File: config.mk
export PLATFORM = sky130hd
export DESIGN_NAME = clk_en_gen
export DESIGN_NICKNAME = d
export VERILOG_FILES = /design/src/rtl/clk_en_gen.sv
export SDC_FILE = /design/constraint.sdc
export NUM_CORES = 1
export LEC_CHECK = 0
export CAP_MARGIN = 15
export CORE_MARGIN = 5
export CORE_UTILIZATION = 57
export DETAILED_ROUTE_END_ITERATION = 7
export PLACE_DENSITY = 0.85
export SYNTH_ARGS = -nofsm -noshare
export SYNTH_HDL_FRONTEND = slang
export SYNTH_SLANG_ARGS = --single-unit
File: constraint.sdc
create_clock -name clk_i -period 1.55 [get_ports clk_i]
set_input_delay 0.2325 -clock clk_i [delete_from_list [all_inputs] [get_ports clk_i]]
set_output_delay 0.2325 -clock clk_i [all_outputs]
set_load 0.005 [all_outputs]
File: src/rtl/clk_en_gen.sv
// Multi-channel clock-enable generator: per-channel strobe every (div+1) cycles plus a
// toggle output, with deferred divisor update, global phase sync and a startup lock delay.
module clk_en_gen #(
  parameter int CHANNELS    = 2,
  parameter int WIDTH       = 8,
  parameter int LOCK_CYCLES = 16,
  parameter int RESET_DIV   = 1
) (
  input  logic                      clk_i,
  input  logic                      rst_n_i,
  input  logic [CHANNELS*WIDTH-1:0] div_i,
  input  logic [CHANNELS-1:0]       div_we_i,
  input  logic [CHANNELS-1:0]       chan_en_i,
  input  logic                      sync_i,
  output logic [CHANNELS-1:0]       stb_o,
  output logic [CHANNELS-1:0]       tgl_o,
  output logic [CHANNELS-1:0]       pend_o,
  output logic                      ready_o
);

  localparam int LW = $clog2(LOCK_CYCLES + 1);
  localparam logic [WIDTH-1:0] RDIV = WIDTH'(RESET_DIV);

  logic [LW-1:0] r_lockCnt;
  logic          r_ready;

  always_ff @(posedge clk_i or negedge rst_n_i) begin
    if (!rst_n_i) begin
      r_lockCnt <= '0;
      r_ready   <= 1'b0;
    end else if (!r_ready) begin
      r_lockCnt <= r_lockCnt + LW'(1);
      if (r_lockCnt == LW'(LOCK_CYCLES - 1)) r_ready <= 1'b1;
    end
  end

  assign ready_o = r_ready;

  for (genvar c = 0; c < CHANNELS; c++) begin : g_chan
    logic [WIDTH-1:0] r_cnt;
    logic [WIDTH-1:0] r_div;
    logic [WIDTH-1:0] r_pend;
    logic             r_pendFlag;
    logic             r_stb;
    logic             r_tgl;
    logic             r_enQ;

    logic [WIDTH-1:0] w_wrDiv;
    logic [WIDTH-1:0] w_nextDiv;
    logic             w_we;
    logic             w_en;
    logic             w_restart;
    logic             w_term;
    logic             w_apply;

    assign w_wrDiv   = div_i[c*WIDTH +: WIDTH];
    assign w_we      = div_we_i[c];
    assign w_en      = chan_en_i[c];
    // A rising enable restarts the phase exactly like a sync on this channel.
    assign w_restart = !w_en || sync_i || !r_enQ;
    assign w_term    = (r_cnt == r_div);
    assign w_apply   = w_restart || w_term;
    assign w_nextDiv = w_we ? w_wrDiv : r_pend;

    always_ff @(posedge clk_i or negedge rst_n_i) begin
      if (!rst_n_i) begin
        r_cnt      <= '0;
        r_div      <= RDIV;
        r_pend     <= RDIV;
        r_pendFlag <= 1'b0;
        r_stb      <= 1'b0;
        r_tgl      <= 1'b0;
        r_enQ      <= 1'b0;
      end else begin
        r_enQ <= w_en;
        if (!r_ready) begin
          r_cnt <= '0;
          r_stb <= 1'b0;
          r_tgl <= 1'b0;
          if (w_we) begin
            r_pend     <= w_wrDiv;
            r_pendFlag <= 1'b1;
          end
        end else begin
          if (w_we) r_pend <= w_wrDiv;
          // New divisor only takes effect at a period boundary, so no runt strobes.
          if (w_apply) begin
            r_div      <= w_nextDiv;
            r_pendFlag <= 1'b0;
          end else if (w_we) begin
            r_pendFlag <= 1'b1;
          end

          if (w_restart) begin
            r_cnt <= '0;
            r_stb <= 1'b0;
            r_tgl <= 1'b0;
          end else if (w_term) begin
            r_cnt <= '0;
            r_stb <= 1'b1;
            r_tgl <= ~r_tgl;
          end else begin
            r_cnt <= r_cnt + WIDTH'(1);
            r_stb <= 1'b0;
          end
        end
      end
    end

    assign stb_o[c]  = r_stb;
    assign tgl_o[c]  = r_tgl;
    assign pend_o[c] = r_pendFlag;
  end

endmodule

==> metrics <==
worst setup margin -0.01006 ns; routed wl met2 3651 µm; Die Width 83.41 µm; Hold Path Class primary input to async pin; number of H-tree levels 3; clk buf depth 2; die height 83.41 µm; Final setup viols 2; number of enable flip-flop cells after synthesis 0; syn_nets 313; Peak Freq between 600 and 700 MHz; top-count cell post-synth dfrtp_1; Worst-path clk slew 0.06 ns; Slew Viols, Final 0; Peak VDD IR ~0.00084 V; Hold Vio Cnt, Final 0; sequential area share after synthesis 50.67%; CTS tree built; largest area contributor in the netlist dfrtp_1; initial antenna violation count 0; Die ar. 0.006957 mm²; setup_tns -0.01293 ns; core footprint just over 0.005 mm²; DR vias 2454; failing checks setup timing; overall global routing resource usage 19.92%; Rows 26; Num CTS Buffers 9; Post-synth ARST share 100.0%; CP Capture Type flip-flop; DR top layer met4; area of placed instances between 0.003 and 0.004 mm²; unrepaired setup endpoints after global routing yes; Placed Instances ~380; clock skew between 0.005 and 0.006 ns; Starting Density between 50% and 60%; CP Buf/Inv Count 2; routed length on met1 2737 µm; crit-path max FO 8; First-pass DRT Iterations 4; startpoint types flip-flop; post-synthesis register bit count 62; max cap viols 0; YS warnings 0; worst reg2reg startpoint g_chan[1].r_div[0]$_DFFE_PN1P_; fin crit share 100.6%; Final nets 356; CP max stage delay 0.55 ns; Post-synth top flop dfrtp_1; Ant. Diodes 0; HPWL Detailed 4508 µm; Multi-input gate area 0.001496 mm²; Port Buffer Count 29; DRC 0; pin count of the biggest net entering global routing 60; crit-path leading delay family flip-flops; crit path time final 1.560 ns; post-route cell area 0.003864 mm²; DR iter-0 viols between 150 and 200; GR Overflow Total 0; IO Count 30; Critical Path Start g_chan[1].r_div[0]$_DFFE_PN1P_; Root Buffer Master clkbuf_8; Clk Latency, worst-skew pair 0.34 ns; syn_area_per_cell 10.74 µm²; distinct cell type count after synthesis 31; Pwr Density 908.6 mW/mm²; area grow syn2layout 25.78%; layout cell share with drive strength beyond 1 about a quarter; Routed WL per cell 17.20 µm; worst path cell trace xnor2_2 > nand4_1 > buf_4 > nor2_4 > buf_8 > nor3b_2; WP data arrival 1.76 ns; Total Power Consumption about 3.5 mW; Detailed Route WL 6948 µm; global-route wire length before repair 11340 µm; met3 wire length 413 µm; GPL Wtd Cong 0.8387; status finished, violations left; Crit Path Class flip-flop to flip-flop; Layout Cells excl Fill 404; Data required, critical path roughly 1.8 ns; Synth Cell Area 0.003072 mm²; post-route ant nets 0; top cells by count, synth dfrtp_1 (58), nand3_1 (26), xnor2_1 (21); clock sink total between 60 and 70; leakage power ~1.6 nW; area share of the largest cell type after synthesis 47.25%; via/cell ratio 6.074; Mapped Cells 286; most area-consuming cells after synthesis dfrtp_1 (47%), mux2_2 (6.2%), xnor2_1 (6.0%), nand3_1 (4.2%), nand4_1 (4.1%); Critical Path Slowest Stage Cell dfstp_2; Worst Tran Pin Value 0.6040 ns; Slew HR 59.64%; total area of sequential cells about 0.0016 mm²; fillers 334; vias in the first global route ~2500
-- registers in the layout (all words and copies together), names as in the netlist --
signal and flops:
g_chan.r_cnt 16, g_chan.r_div 16, g_chan.r_pend 16, r_lockCnt 5, g_chan.r_enQ 2, g_chan.r_pendFlag 2
g_chan.r_stb 2, g_chan.r_tgl 2, ready_o 1
-- placed cells by master (no fill, tap or decap), types with 6 or more instances in the layout --
cell type / Yosys / layout
a31oi_1: 16 / 16
buf_4: 6 / 20
clkbuf_8: 0 / 10
clkdlybuf4s50_1: 0 / 28
dfrtp_1: 58 / 57
mux2_2: 17 / 17
nand3_1: 26 / 26
nand4_1: 20 / 20
nor2b_1: 16 / 16
nor3_1: 16 / 9
o211ai_1: 16 / 16
xnor2_1: 21 / 15
xnor2_2: 0 / 6
xor2_1: 10 / 10
-- final timing paths --
kind	cells past startpoint	endpoint	slack (ns)
worst max-delay path	6	g_chan[1].r_cnt[1]$_DFF_PN0_	-0.01
worst min-delay path	2	ready_o$_DFF_PN0_	0.35
worst max register to register	6	g_chan[1].r_cnt[1]$_DFF_PN0_	-0.01
worst min register to register	1	r_lockCnt[3]$_DFFE_PN0N_	0.48
max in group asynchronous	3	g_chan[0].r_pend[0]$_DFF_PN1_	0.64
min in group clk_i	1	g_chan[1].r_enQ$_DFF_PN0_	0.39
-- logic make-up after synthesis --
kind of cell               synth area share (%)
and+or+nand+nor                           19.84
muxes                                     6.232
buffers and inverters                     4.154
adders and majority gates                 1.629
AOI/OAI and AO/OA                         8.636
DFF                                       50.67
xor gates and xnor gates                  8.839
-- per-layer routing --
| layer | up-vias | GRT usage [%] |
|---|---|---|
| met2 | 84 | 32.87 |
| met5 | - | 0 |
| li1 | 1136 | - |
| met1 | 1220 | 23.62 |
| met3 | 14 | 7.327 |
| met4 | 0 | 7.895 |
-- final cells by class --
class                   instances  share of cell area (%)
clock buffers                  11                   3.659
clock inverters                 5                  0.6477
inverters                       1                 0.09715
multi-input cells             199                   38.73
flip-flops and latches         62                   40.32
well taps                      70                   2.267
repair buffers                 56                   14.28
-- through the flow --
step | utilization (%) | setup slack, ns | hold WS, ns
2_1_floorplan | - | 0.1895 | -0.06309
3_3_place_gp | 68.51 | -0.05595 | 0.1845
3_5_place_dp | 68.51 | -0.09632 | 0.1872
4_1_cts | 72.21 | 0.005794 | 0.3547
5_1_grt | 74.70 | -0.1080 | 0.3850
6_report | 74.70 | -0.01006 | 0.3547
-- power breakdown --
group,internal (mW),switching [mW]
Combinational,0.257,0.239
Clock,0.609,0.604
Sequential,1.73,0.0747
Total,2.59,0.918
-- what timing repair did --
action	CTS	global route
hold buffers	1	0
hold endpoints to repair	13	0
endpoints found under the setup margin	11	27
buffers inserted	2	1
gates resized for setup	0	24
pin swaps	2	21
No activity file was read; power rests on OpenSTA's default activity.
